File: config.mk
export PLATFORM = sky130hd
export DESIGN_NAME = ysyx_23060184_mem_arbiter_flat
export DESIGN_NICKNAME = d
export VERILOG_FILES = /design/src/rtl/ysyx_23060184_mem_arbiter_if.sv /design/src/rtl/ysyx_23060184_mem_arbiter.sv /design/src/flat_wrapper.sv
export SDC_FILE = /design/constraint.sdc
export NUM_CORES = 1
export LEC_CHECK = 0
export ABC_AREA = 1
export CORE_AREA = 2 2 143 145
export DETAILED_ROUTE_END_ITERATION = 10
export DIE_AREA = 0 0 145 147
export PLACE_DENSITY_LB_ADDON = 0.08
export SYNTH_ARGS = -nofsm -noshare
export SYNTH_HDL_FRONTEND = slang
export SYNTH_SLANG_ARGS = --single-unit
File: constraint.sdc
create_clock -name clk -period 1.35 [get_ports clk]
set_input_delay 0.135 -clock clk [delete_from_list [all_inputs] [get_ports clk]]
set_output_delay 0.135 -clock clk [all_outputs]
set_load 0.02 [all_outputs]
File: src/rtl/ysyx_23060184_mem_arbiter_if.sv
// Bundle of the IFU, LSU and SRAM-side AXI-lite channels around the memory arbiter.
// The master modport is the arbiter's view; the slave modport is the view of the masters and SRAM.
interface ysyx_23060184_mem_arbiter_if #(
    parameter int ADDR_W = 32,
    parameter int DATA_W = 32,
    parameter int STRB_W = 4,
    parameter int RESP_W = 2
);
    logic [ADDR_W-1:0] ifu_araddr;
    logic              ifu_arvalid;
    logic              ifu_arready;
    logic [DATA_W-1:0] ifu_rdata;
    logic [RESP_W-1:0] ifu_rresp;
    logic              ifu_rvalid;
    logic              ifu_rready;

    logic [ADDR_W-1:0] lsu_araddr;
    logic              lsu_arvalid;
    logic              lsu_arready;
    logic [DATA_W-1:0] lsu_rdata;
    logic [RESP_W-1:0] lsu_rresp;
    logic              lsu_rvalid;
    logic              lsu_rready;
    logic [ADDR_W-1:0] lsu_awaddr;
    logic              lsu_awvalid;
    logic              lsu_awready;
    logic [DATA_W-1:0] lsu_wdata;
    logic [STRB_W-1:0] lsu_wstrb;
    logic              lsu_wvalid;
    logic              lsu_wready;
    logic [RESP_W-1:0] lsu_bresp;
    logic              lsu_bvalid;
    logic              lsu_bready;

    logic [ADDR_W-1:0] mem_araddr;
    logic              mem_arvalid;
    logic              mem_arready;
    logic [DATA_W-1:0] mem_rdata;
    logic [RESP_W-1:0] mem_rresp;
    logic              mem_rvalid;
    logic              mem_rready;
    logic [ADDR_W-1:0] mem_awaddr;
    logic              mem_awvalid;
    logic              mem_awready;
    logic [DATA_W-1:0] mem_wdata;
    logic [STRB_W-1:0] mem_wstrb;
    logic              mem_wvalid;
    logic              mem_wready;
    logic [RESP_W-1:0] mem_bresp;
    logic              mem_bvalid;
    logic              mem_bready;

    modport master (
        input  ifu_araddr, ifu_arvalid, ifu_rready,
        output ifu_arready, ifu_rdata, ifu_rresp, ifu_rvalid,
        input  lsu_araddr, lsu_arvalid, lsu_rready,
        output lsu_arready, lsu_rdata, lsu_rresp, lsu_rvalid,
        input  lsu_awaddr, lsu_awvalid, lsu_wdata, lsu_wstrb, lsu_wvalid, lsu_bready,
        output lsu_awready, lsu_wready, lsu_bresp, lsu_bvalid,
        output mem_araddr, mem_arvalid, mem_rready,
        input  mem_arready, mem_rdata, mem_rresp, mem_rvalid,
        output mem_awaddr, mem_awvalid, mem_wdata, mem_wstrb, mem_wvalid, mem_bready,
        input  mem_awready, mem_wready, mem_bresp, mem_bvalid
    );

    modport slave (
        output ifu_araddr, ifu_arvalid, ifu_rready,
        input  ifu_arready, ifu_rdata, ifu_rresp, ifu_rvalid,
        output lsu_araddr, lsu_arvalid, lsu_rready,
        input  lsu_arready, lsu_rdata, lsu_rresp, lsu_rvalid,
        output lsu_awaddr, lsu_awvalid, lsu_wdata, lsu_wstrb, lsu_wvalid, lsu_bready,
        input  lsu_awready, lsu_wready, lsu_bresp, lsu_bvalid,
        input  mem_araddr, mem_arvalid, mem_rready,
        output mem_arready, mem_rdata, mem_rresp, mem_rvalid,
        input  mem_awaddr, mem_awvalid, mem_wdata, mem_wstrb, mem_wvalid, mem_bready,
        output mem_awready, mem_wready, mem_bresp, mem_bvalid
    );
endinterface

File: src/rtl/ysyx_23060184_mem_arbiter.sv
// Two-master (IFU read, LSU read/write) to one-slave AXI-lite arbiter for the shared SRAM port.
// One whole transaction is granted at a time; LSU has fixed priority over IFU.
module ysyx_23060184_mem_arbiter (
    input  logic                               clk,
    input  logic                               reset,
    ysyx_23060184_mem_arbiter_if.master        bus,
    output logic [1:0]                         grant
);
    typedef enum logic [1:0] {
        IDLE   = 2'b00,
        IFU_RD = 2'b01,
        LSU_RD = 2'b10,
        LSU_WR = 2'b11
    } state_e;

    state_e state_q, state_d;
    logic   ar_done_q, ar_done_d;
    logic   aw_done_q, aw_done_d;
    logic   w_done_q,  w_done_d;

    always_ff @(posedge clk or posedge reset) begin
        if (reset) begin
            state_q   <= IDLE;
            ar_done_q <= 1'b0;
            aw_done_q <= 1'b0;
            w_done_q  <= 1'b0;
        end else begin
            state_q   <= state_d;
            ar_done_q <= ar_done_d;
            aw_done_q <= aw_done_d;
            w_done_q  <= w_done_d;
        end
    end

    assign grant = state_q;

    always_comb begin
        state_d   = state_q;
        ar_done_d = ar_done_q;
        aw_done_d = aw_done_q;
        w_done_d  = w_done_q;

        bus.ifu_arready = 1'b0;
        bus.ifu_rdata   = '0;
        bus.ifu_rresp   = '0;
        bus.ifu_rvalid  = 1'b0;
        bus.lsu_arready = 1'b0;
        bus.lsu_rdata   = '0;
        bus.lsu_rresp   = '0;
        bus.lsu_rvalid  = 1'b0;
        bus.lsu_awready = 1'b0;
        bus.lsu_wready  = 1'b0;
        bus.lsu_bresp   = '0;
        bus.lsu_bvalid  = 1'b0;
        bus.mem_araddr  = '0;
        bus.mem_arvalid = 1'b0;
        bus.mem_rready  = 1'b0;
        bus.mem_awaddr  = '0;
        bus.mem_awvalid = 1'b0;
        bus.mem_wdata   = '0;
        bus.mem_wstrb   = '0;
        bus.mem_wvalid  = 1'b0;
        bus.mem_bready  = 1'b0;

        unique case (state_q)
            IDLE: begin
                if (bus.lsu_arvalid)                          state_d = LSU_RD;
                else if (bus.lsu_awvalid || bus.lsu_wvalid)   state_d = LSU_WR;
                else if (bus.ifu_arvalid)                     state_d = IFU_RD;
            end
            IFU_RD: begin
                bus.mem_araddr  = bus.ifu_araddr;
                bus.mem_arvalid = bus.ifu_arvalid && !ar_done_q;
                bus.ifu_arready = bus.mem_arready && !ar_done_q;
                bus.mem_rready  = bus.ifu_rready;
                bus.ifu_rdata   = bus.mem_rdata;
                bus.ifu_rresp   = bus.mem_rresp;
                bus.ifu_rvalid  = bus.mem_rvalid;
                if (bus.ifu_arvalid && !ar_done_q && bus.mem_arready) ar_done_d = 1'b1;
                if (bus.mem_rvalid && bus.ifu_rready) begin
                    state_d   = IDLE;
                    ar_done_d = 1'b0;
                end
            end
            LSU_RD: begin
                bus.mem_araddr  = bus.lsu_araddr;
                bus.mem_arvalid = bus.lsu_arvalid && !ar_done_q;
                bus.lsu_arready = bus.mem_arready && !ar_done_q;
                bus.mem_rready  = bus.lsu_rready;
                bus.lsu_rdata   = bus.mem_rdata;
                bus.lsu_rresp   = bus.mem_rresp;
                bus.lsu_rvalid  = bus.mem_rvalid;
                if (bus.lsu_arvalid && !ar_done_q && bus.mem_arready) ar_done_d = 1'b1;
                if (bus.mem_rvalid && bus.lsu_rready) begin
                    state_d   = IDLE;
                    ar_done_d = 1'b0;
                end
            end
            LSU_WR: begin
                // AW and W complete independently; B is only exposed once both have landed.
                bus.mem_awaddr  = bus.lsu_awaddr;
                bus.mem_awvalid = bus.lsu_awvalid && !aw_done_q;
                bus.lsu_awready = bus.mem_awready && !aw_done_q;
                bus.mem_wdata   = bus.lsu_wdata;
                bus.mem_wstrb   = bus.lsu_wstrb;
                bus.mem_wvalid  = bus.lsu_wvalid && !w_done_q;
                bus.lsu_wready  = bus.mem_wready && !w_done_q;
                if (bus.lsu_awvalid && !aw_done_q && bus.mem_awready) aw_done_d = 1'b1;
                if (bus.lsu_wvalid && !w_done_q && bus.mem_wready)    w_done_d  = 1'b1;
                if (aw_done_q && w_done_q) begin
                    bus.mem_bready = bus.lsu_bready;
                    bus.lsu_bvalid = bus.mem_bvalid;
                    bus.lsu_bresp  = bus.mem_bresp;
                    if (bus.mem_bvalid && bus.lsu_bready) begin
                        state_d   = IDLE;
                        aw_done_d = 1'b0;
                        w_done_d  = 1'b0;
                    end
                end
            end
            default: state_d = IDLE;
        endcase
    end
endmodule

File: src/flat_wrapper.sv
// flat-port wrapper written by rule: the top's interface ports become plain ports
module ysyx_23060184_mem_arbiter_flat 
  (clk, reset, grant, bus_ifu_araddr, bus_ifu_arvalid, bus_ifu_rready, bus_ifu_arready, bus_ifu_rdata, bus_ifu_rresp, bus_ifu_rvalid, bus_lsu_araddr, bus_lsu_arvalid, bus_lsu_rready, bus_lsu_arready, bus_lsu_rdata, bus_lsu_rresp, bus_lsu_rvalid, bus_lsu_awaddr, bus_lsu_awvalid, bus_lsu_wdata, bus_lsu_wstrb, bus_lsu_wvalid, bus_lsu_bready, bus_lsu_awready, bus_lsu_wready, bus_lsu_bresp, bus_lsu_bvalid, bus_mem_araddr, bus_mem_arvalid, bus_mem_rready, bus_mem_arready, bus_mem_rdata, bus_mem_rresp, bus_mem_rvalid, bus_mem_awaddr, bus_mem_awvalid, bus_mem_wdata, bus_mem_wstrb, bus_mem_wvalid, bus_mem_bready, bus_mem_awready, bus_mem_wready, bus_mem_bresp, bus_mem_bvalid);
  ysyx_23060184_mem_arbiter_if #(.ADDR_W(32), .DATA_W(32), .STRB_W(4), .RESP_W(2)) bus_i ();
  input  logic clk;
  input  logic reset;
  output logic [1:0] grant;
  input wire logic [$bits(bus_i.ifu_araddr)-1:0] bus_ifu_araddr;
  input wire logic [$bits(bus_i.ifu_arvalid)-1:0] bus_ifu_arvalid;
  input wire logic [$bits(bus_i.ifu_rready)-1:0] bus_ifu_rready;
  output wire logic [$bits(bus_i.ifu_arready)-1:0] bus_ifu_arready;
  output wire logic [$bits(bus_i.ifu_rdata)-1:0] bus_ifu_rdata;
  output wire logic [$bits(bus_i.ifu_rresp)-1:0] bus_ifu_rresp;
  output wire logic [$bits(bus_i.ifu_rvalid)-1:0] bus_ifu_rvalid;
  input wire logic [$bits(bus_i.lsu_araddr)-1:0] bus_lsu_araddr;
  input wire logic [$bits(bus_i.lsu_arvalid)-1:0] bus_lsu_arvalid;
  input wire logic [$bits(bus_i.lsu_rready)-1:0] bus_lsu_rready;
  output wire logic [$bits(bus_i.lsu_arready)-1:0] bus_lsu_arready;
  output wire logic [$bits(bus_i.lsu_rdata)-1:0] bus_lsu_rdata;
  output wire logic [$bits(bus_i.lsu_rresp)-1:0] bus_lsu_rresp;
  output wire logic [$bits(bus_i.lsu_rvalid)-1:0] bus_lsu_rvalid;
  input wire logic [$bits(bus_i.lsu_awaddr)-1:0] bus_lsu_awaddr;
  input wire logic [$bits(bus_i.lsu_awvalid)-1:0] bus_lsu_awvalid;
  input wire logic [$bits(bus_i.lsu_wdata)-1:0] bus_lsu_wdata;
  input wire logic [$bits(bus_i.lsu_wstrb)-1:0] bus_lsu_wstrb;
  input wire logic [$bits(bus_i.lsu_wvalid)-1:0] bus_lsu_wvalid;
  input wire logic [$bits(bus_i.lsu_bready)-1:0] bus_lsu_bready;
  output wire logic [$bits(bus_i.lsu_awready)-1:0] bus_lsu_awready;
  output wire logic [$bits(bus_i.lsu_wready)-1:0] bus_lsu_wready;
  output wire logic [$bits(bus_i.lsu_bresp)-1:0] bus_lsu_bresp;
  output wire logic [$bits(bus_i.lsu_bvalid)-1:0] bus_lsu_bvalid;
  output wire logic [$bits(bus_i.mem_araddr)-1:0] bus_mem_araddr;
  output wire logic [$bits(bus_i.mem_arvalid)-1:0] bus_mem_arvalid;
  output wire logic [$bits(bus_i.mem_rready)-1:0] bus_mem_rready;
  input wire logic [$bits(bus_i.mem_arready)-1:0] bus_mem_arready;
  input wire logic [$bits(bus_i.mem_rdata)-1:0] bus_mem_rdata;
  input wire logic [$bits(bus_i.mem_rresp)-1:0] bus_mem_rresp;
  input wire logic [$bits(bus_i.mem_rvalid)-1:0] bus_mem_rvalid;
  output wire logic [$bits(bus_i.mem_awaddr)-1:0] bus_mem_awaddr;
  output wire logic [$bits(bus_i.mem_awvalid)-1:0] bus_mem_awvalid;
  output wire logic [$bits(bus_i.mem_wdata)-1:0] bus_mem_wdata;
  output wire logic [$bits(bus_i.mem_wstrb)-1:0] bus_mem_wstrb;
  output wire logic [$bits(bus_i.mem_wvalid)-1:0] bus_mem_wvalid;
  output wire logic [$bits(bus_i.mem_bready)-1:0] bus_mem_bready;
  input wire logic [$bits(bus_i.mem_awready)-1:0] bus_mem_awready;
  input wire logic [$bits(bus_i.mem_wready)-1:0] bus_mem_wready;
  input wire logic [$bits(bus_i.mem_bresp)-1:0] bus_mem_bresp;
  input wire logic [$bits(bus_i.mem_bvalid)-1:0] bus_mem_bvalid;
  assign bus_i.ifu_araddr = bus_ifu_araddr;
  assign bus_i.ifu_arvalid = bus_ifu_arvalid;
  assign bus_i.ifu_rready = bus_ifu_rready;
  assign bus_ifu_arready = bus_i.ifu_arready;
  assign bus_ifu_rdata = bus_i.ifu_rdata;
  assign bus_ifu_rresp = bus_i.ifu_rresp;
  assign bus_ifu_rvalid = bus_i.ifu_rvalid;
  assign bus_i.lsu_araddr = bus_lsu_araddr;
  assign bus_i.lsu_arvalid = bus_lsu_arvalid;
  assign bus_i.lsu_rready = bus_lsu_rready;
  assign bus_lsu_arready = bus_i.lsu_arready;
  assign bus_lsu_rdata = bus_i.lsu_rdata;
  assign bus_lsu_rresp = bus_i.lsu_rresp;
  assign bus_lsu_rvalid = bus_i.lsu_rvalid;
  assign bus_i.lsu_awaddr = bus_lsu_awaddr;
  assign bus_i.lsu_awvalid = bus_lsu_awvalid;
  assign bus_i.lsu_wdata = bus_lsu_wdata;
  assign bus_i.lsu_wstrb = bus_lsu_wstrb;
  assign bus_i.lsu_wvalid = bus_lsu_wvalid;
  assign bus_i.lsu_bready = bus_lsu_bready;
  assign bus_lsu_awready = bus_i.lsu_awready;
  assign bus_lsu_wready = bus_i.lsu_wready;
  assign bus_lsu_bresp = bus_i.lsu_bresp;
  assign bus_lsu_bvalid = bus_i.lsu_bvalid;
  assign bus_mem_araddr = bus_i.mem_araddr;
  assign bus_mem_arvalid = bus_i.mem_arvalid;
  assign bus_mem_rready = bus_i.mem_rready;
  assign bus_i.mem_arready = bus_mem_arready;
  assign bus_i.mem_rdata = bus_mem_rdata;
  assign bus_i.mem_rresp = bus_mem_rresp;
  assign bus_i.mem_rvalid = bus_mem_rvalid;
  assign bus_mem_awaddr = bus_i.mem_awaddr;
  assign bus_mem_awvalid = bus_i.mem_awvalid;
  assign bus_mem_wdata = bus_i.mem_wdata;
  assign bus_mem_wstrb = bus_i.mem_wstrb;
  assign bus_mem_wvalid = bus_i.mem_wvalid;
  assign bus_mem_bready = bus_i.mem_bready;
  assign bus_i.mem_awready = bus_mem_awready;
  assign bus_i.mem_wready = bus_mem_wready;
  assign bus_i.mem_bresp = bus_mem_bresp;
  assign bus_i.mem_bvalid = bus_mem_bvalid;
  ysyx_23060184_mem_arbiter u_core (.clk(clk), .reset(reset), .bus(bus_i), .grant(grant));
endmodule
Yosys cells after proc, flatten, opt, wreduce, memory -nomap -nowiden

Cells that the tools add are included.

Flip-flop bits (word level): 5
Bits of input ports: 182
Output and inout port bits: 184
Word-level logic and storage cells: 80

Equal/unequal tests: 10
Muxes and demuxes: 43
Reduce and logical (&&, ||, !) cells: 23

Operators with widths:

| kind                                                 | number |
|---|---|
| 2-to-1 mux 32 bit                                    | 4 |
| case mux 32 bit (2 select lines)                     | 1 |
| 2-to-1 mux 1 bit                                     | 22 |
| 2-to-1 mux 2 bit                                     | 11 |
| logical AND 1 bit                                    | 15 |
| != test 2 x 1 -> 1 bit (second input constant)       | 4 |
| case mux 2 bit (4 select lines)                      | 1 |
| != test 3 x 1 -> 1 bit (second input constant)       | 2 |
| case mux 1 bit (2 select lines)                      | 3 |
| AND reduction 5 bit                                  | 1 |
| equality test 2 bit (second input constant)          | 2 |
| 2-to-1 mux 4 bit                                     | 1 |
| != test 4 x 3 -> 1 bit (second input constant)       | 1 |
| logical NOT 1 bit                                    | 3 |
| AND reduction 3 bit                                  | 1 |
| equality test 2 x 1 -> 1 bit (second input constant) | 1 |
| logical NOT 2 bit                                    | 1 |
| nonzero test 2 bit                                   | 1 |
| logical OR 1 bit                                     | 1 |

Depth between registers and ports, before layout

Word-level depth: 6
Gate-level depth with buffers: 9
Depth with buffers taken out: 8

Worst setup path after synthesis

No wires, ideal clock.

Path kind: flip-flop to output port
Start point: reg u_core.state_q[0], in the netlist u_core.grant[0]
End point: out bus_mem_araddr[11]
Arrival time: 1.570 ns
Required time: 1.215 ns
Slack: -0.355 ns
Stages on the path, launching flop included: 6
Buffers on the path: 1
Cells stage by stage: dfrtp_1 inv_1 ha_1 inv_2 clkbuf_1 a21oi_1

Cells in the longest elaborated chain, start to end: 2
Elaborated cells between the ends (all ways): 3
Classes of those cells: eq/ne: 2; mux: 1

RTL lines:

| element                                                                    | RTL line                        | RTL |
|---|---|---|
| start: declaration                                                         | ysyx_23060184_mem_arbiter.sv:16 | `state_e state_q, state_d;` |
| start signal: assignment                                                   | ysyx_23060184_mem_arbiter.sv:28 | `state_q <= state_d;` |
| equality test 2 bit / equality test 2 x 1 -> 1 bit (equally long branches) | ysyx_23060184_mem_arbiter.sv:65 | `unique case (state_q)` |
| case mux 32 bit (2 select lines) *                                         | ysyx_23060184_mem_arbiter.sv:65 |  |
| end: declaration                                                           | flat_wrapper.sv:32              | `output wire logic [$bits(bus_i.mem_araddr)-1:0] bus_mem_araddr;` |

Mark *: on every way between the ends. The rest lies on a longest branch, timed or not.

Final worst setup path

Start point: reg u_core.state_q[1], in the netlist u_core.grant[1]
End point: out bus_lsu_rdata[29]

Cells in the longest elaborated chain, start to end: 2

RTL lines:

| element             | RTL line                        | RTL |
|---|---|---|
| equality test 2 bit | ysyx_23060184_mem_arbiter.sv:65 |  |
| 2-to-1 mux 32 bit   | ysyx_23060184_mem_arbiter.sv:65 |  |
| end: declaration    | flat_wrapper.sv:19              | `output wire logic [$bits(bus_i.lsu_rdata)-1:0] bus_lsu_rdata;` |

No other way between the ends.

==> metrics.json <==
{
  "run_status": "finished, violations left",
  "violations": "negative setup slack",
  "timing_hold_violations_final": 0,
  "ctsRootBufferMaster": "sky130_fd_sc_hd__clkbuf_16",
  "holdCritPathClass": "in -> async",
  "detail_route.wirelength_um": 16200,
  "slew_headroom_pct": 81.96,
  "effective_utilization_at_floorplan_pct": 10.90,
  "synthArstFlopShare_pct": 100.0,
  "max_h_tree_level": 1,
  "worst-r2r-cell-count": 11,
  "synth_top_area_share_pct": 38.37,
  "die_w_um": 145,
  "fin_nets": 1098,
  "die_y_um": 147,
  "cts_buffer_depth": 2,
  "number_of_instances_in_the_synthesized_netlist": 488,
  "drive_above_1_share_pct": 56.22,
  "stdcell_area_mm2": 0.007968,
  "synth-seq-area-share_pct": 5.787,
  "core_region_area_mm2": 0.01984,
  "power.density_cell_area_mw_per_mm2": 1624,
  "worst_skew_pair.late_latency_ns": 0.23,
  "cts_sink_count": 5,
  "tritoncts.num_buffers": 3,
  "syn_to_final_growth_pct": 268.5,
  "post_synth_instance_area_mm2": 0.002162,
  "period_minus_slack_ns": 1.747,
  "tightestPinTransition_ns": 0.2701,
  "path_class": "reg -> out",
  "port_buffers": 365,
  "drc_violations": 0,
  "synth_area_leaders": "sky130_fd_sc_hd__nand2_1 38%, sky130_fd_sc_hd__inv_1 24%, sky130_fd_sc_hd__a21oi_1 8.3%",
  "start_kind": "flip-flop",
  "timing.critical_path.required_ns": 1.22,
  "n_fill_cell": 2063,
  "vias_in_the_first_global_route": 4524,
  "detailed_route_via_count": 4419,
  "ys_warnings": 0,
  "critical_path_fanouts_max": 11,
  "unrepaired_setup_endpoints_after_global_routing": "yes",
  "fin_util_pct": 40.15,
  "antenna_found_initial": 1,
  "critPathCaptureType": "primary output",
  "static-leakage-power_nw": 4.461,
  "finalCritPeriodShare_pct": 129.4,
  "final-max-slew-violation-count": 0,
  "finalClockSkew_ns": 0.001668,
  "post_synth.cell_area_avg_um2": 4.430,
  "setup_viol": 187,
  "antenna_violating_nets_post_route": 0,
  "gr-total-overflow": 0,
  "vdd_ir_drop_max_mv": 0.7366,
  "netlist.top_cell.by_area": "sky130_fd_sc_hd__nand2_1",
  "synth_enable_flop_cells": 0,
  "num_rows": 52,
  "drt-vias-per-instance": 3.745,
  "achievable-frequency_mhz": 572.3,
  "placedInstanceArea_mm2": 0.006964,
  "worst-endpoint-arrival_ns": 1.61,
  "gp_routability_congestion": 0.7626,
  "first_iter_violations": 67,
  "grt.total_usage_pct": 14.15,
  "floorplan.io_pins": 366,
  "timing.max_cap.violations": 0,
  "synth_top_flop_cell": "sky130_fd_sc_hd__dfrtp_1",
  "synth-seq-cells": 5,
  "drtPass1Iterations": 4,
  "register_area_um2": 127.6,
  "post_synthesis_cell_type_count": 18,
  "worst_slack_ns": -0.3974,
  "grt_start_max_net_pins": 24,
  "clock_tree_from_tritoncts": "yes",
  "synth_nets": 676,
  "clk_pin_slew_worst_paths_ns": 0.04,
  "cts_hold_buf": 0,
  "grt_pass1_wl_um": 24290,
  "detail_route.wl_per_cell_um": 13.73,
  "multi_input_area_mm2": 0.002286,
  "dp_hpwl_um": 12980,
  "die_area_mm2": 0.02132
}
area by class of cell:
type,instances,share of cell area (%)
Antenna cell,1,0.03141
Sequential cell,5,1.602
Tap cell,270,4.240
Multi-Input combinational cell,299,28.69
Clock buffer,4,0.9893
Timing Repair Buffer,444,56.80
Inverter,157,7.648
final timing paths:
check | from | endpoint | slack [ns]
max | u_core.grant[1] | bus_lsu_rdata[29] | -0.40
min | reset | u_core.ar_done_q | 0.12
max reg2reg | u_core.grant[1] | u_core.ar_done_q | -0.26
min reg2reg | u_core.ar_done_q | u_core.ar_done_q | 0.59
max in group asynchronous | reset | u_core.grant[1] | 1.02
min in group clk | bus_mem_wready | u_core.w_done_q | 0.54
placed cells by master (no fill, tap or decap), types with 7 or more instances in the layout:
master / n
sky130_fd_sc_hd__buf_6: 103
sky130_fd_sc_hd__clkdlybuf4s50_1: 181
sky130_fd_sc_hd__buf_2: 45
sky130_fd_sc_hd__nand2_2: 75
sky130_fd_sc_hd__buf_4: 66
sky130_fd_sc_hd__nor2_1: 7
sky130_fd_sc_hd__inv_2: 69
sky130_fd_sc_hd__a21oi_4: 34
sky130_fd_sc_hd__nand2_1: 108
sky130_fd_sc_hd__nand2_4: 43
sky130_fd_sc_hd__clkbuf_2: 10
sky130_fd_sc_hd__inv_1: 82
sky130_fd_sc_hd__buf_12: 23
synthesized netlist by cell type, types with 3 or more instances:
master,instances
sky130_fd_sc_hd__a21oi_1,36
sky130_fd_sc_hd__buf_2,13
sky130_fd_sc_hd__buf_4,10
sky130_fd_sc_hd__dfrtp_1,5
sky130_fd_sc_hd__ha_1,6
sky130_fd_sc_hd__inv_1,141
sky130_fd_sc_hd__inv_2,16
sky130_fd_sc_hd__nand2_1,221
sky130_fd_sc_hd__nand2_2,5
sky130_fd_sc_hd__nand3_1,9
sky130_fd_sc_hd__nand4_1,3
sky130_fd_sc_hd__nor2_1,9
sky130_fd_sc_hd__nor3_1,6
routing by layer:
metal	part of all wire (%)	vias to the layer above	track usage, %
li1	-	2196	-
met1	37	1992	15.10
met2	54	223	28.00
met3	7.3	8	3.261
met4	1.0	0	3.317
met5	0	-	0
state kept, by name (all words and copies together) (netlist names):
signal,count
u_core.aw_done_q,1
u_core.ar_done_q,1
u_core.grant,2
u_core.w_done_q,1
kinds of logic after synthesis:
group | count (synthesis) | share of synthesized area [%]
simple gates | 255 | 46.82
flops | 5 | 5.787
fa+ha+maj | 6 | 3.472
compound gates | 38 | 8.796
buf+inv | 184 | 35.13
critical path: stages, from the launching register on:
cell and delay (ns):
sky130_fd_sc_hd__dfrtp_2 0.43, sky130_fd_sc_hd__buf_6 0.13, sky130_fd_sc_hd__ha_4 0.16, sky130_fd_sc_hd__buf_12 0.13, sky130_fd_sc_hd__buf_12 0.14, sky130_fd_sc_hd__buf_12 0.14, sky130_fd_sc_hd__nand2_2 0.07, sky130_fd_sc_hd__inv_2 0.03
sky130_fd_sc_hd__buf_4 0.14
stage by stage:
stage               total power [mW]  TNS, ns  setup slack (ns)  hold WS (ns)  instances
floorplan                      5.781   -3.176          -0.07717      -0.08662        488
global placement               9.881   -89.41           -0.5825        0.3818       1137
detailed placement             9.902   -92.17           -0.6011        0.3805       1137
CTS                            11.86   -58.77           -0.3984        0.1406       1167
global route                   13.73   -63.99           -0.4524        0.1380       1180
finish                         12.94   -52.49           -0.3974        0.1242       1180
report_power, final:
group          switching (mW)  internal [mW]
Combinational            6.10           5.98
Sequential              0.124          0.230
Clock                   0.109          0.393
Total                    6.34           6.60
repair_timing:
item                       in CTS  in global routing
pin swaps                       6                 18
gates cloned                    9                  4
gates resized for setup       826                282
setup endpoints to repair     188                188
buffers inserted               17                 13
Note: power is estimated with default switching activity, not from simulation.
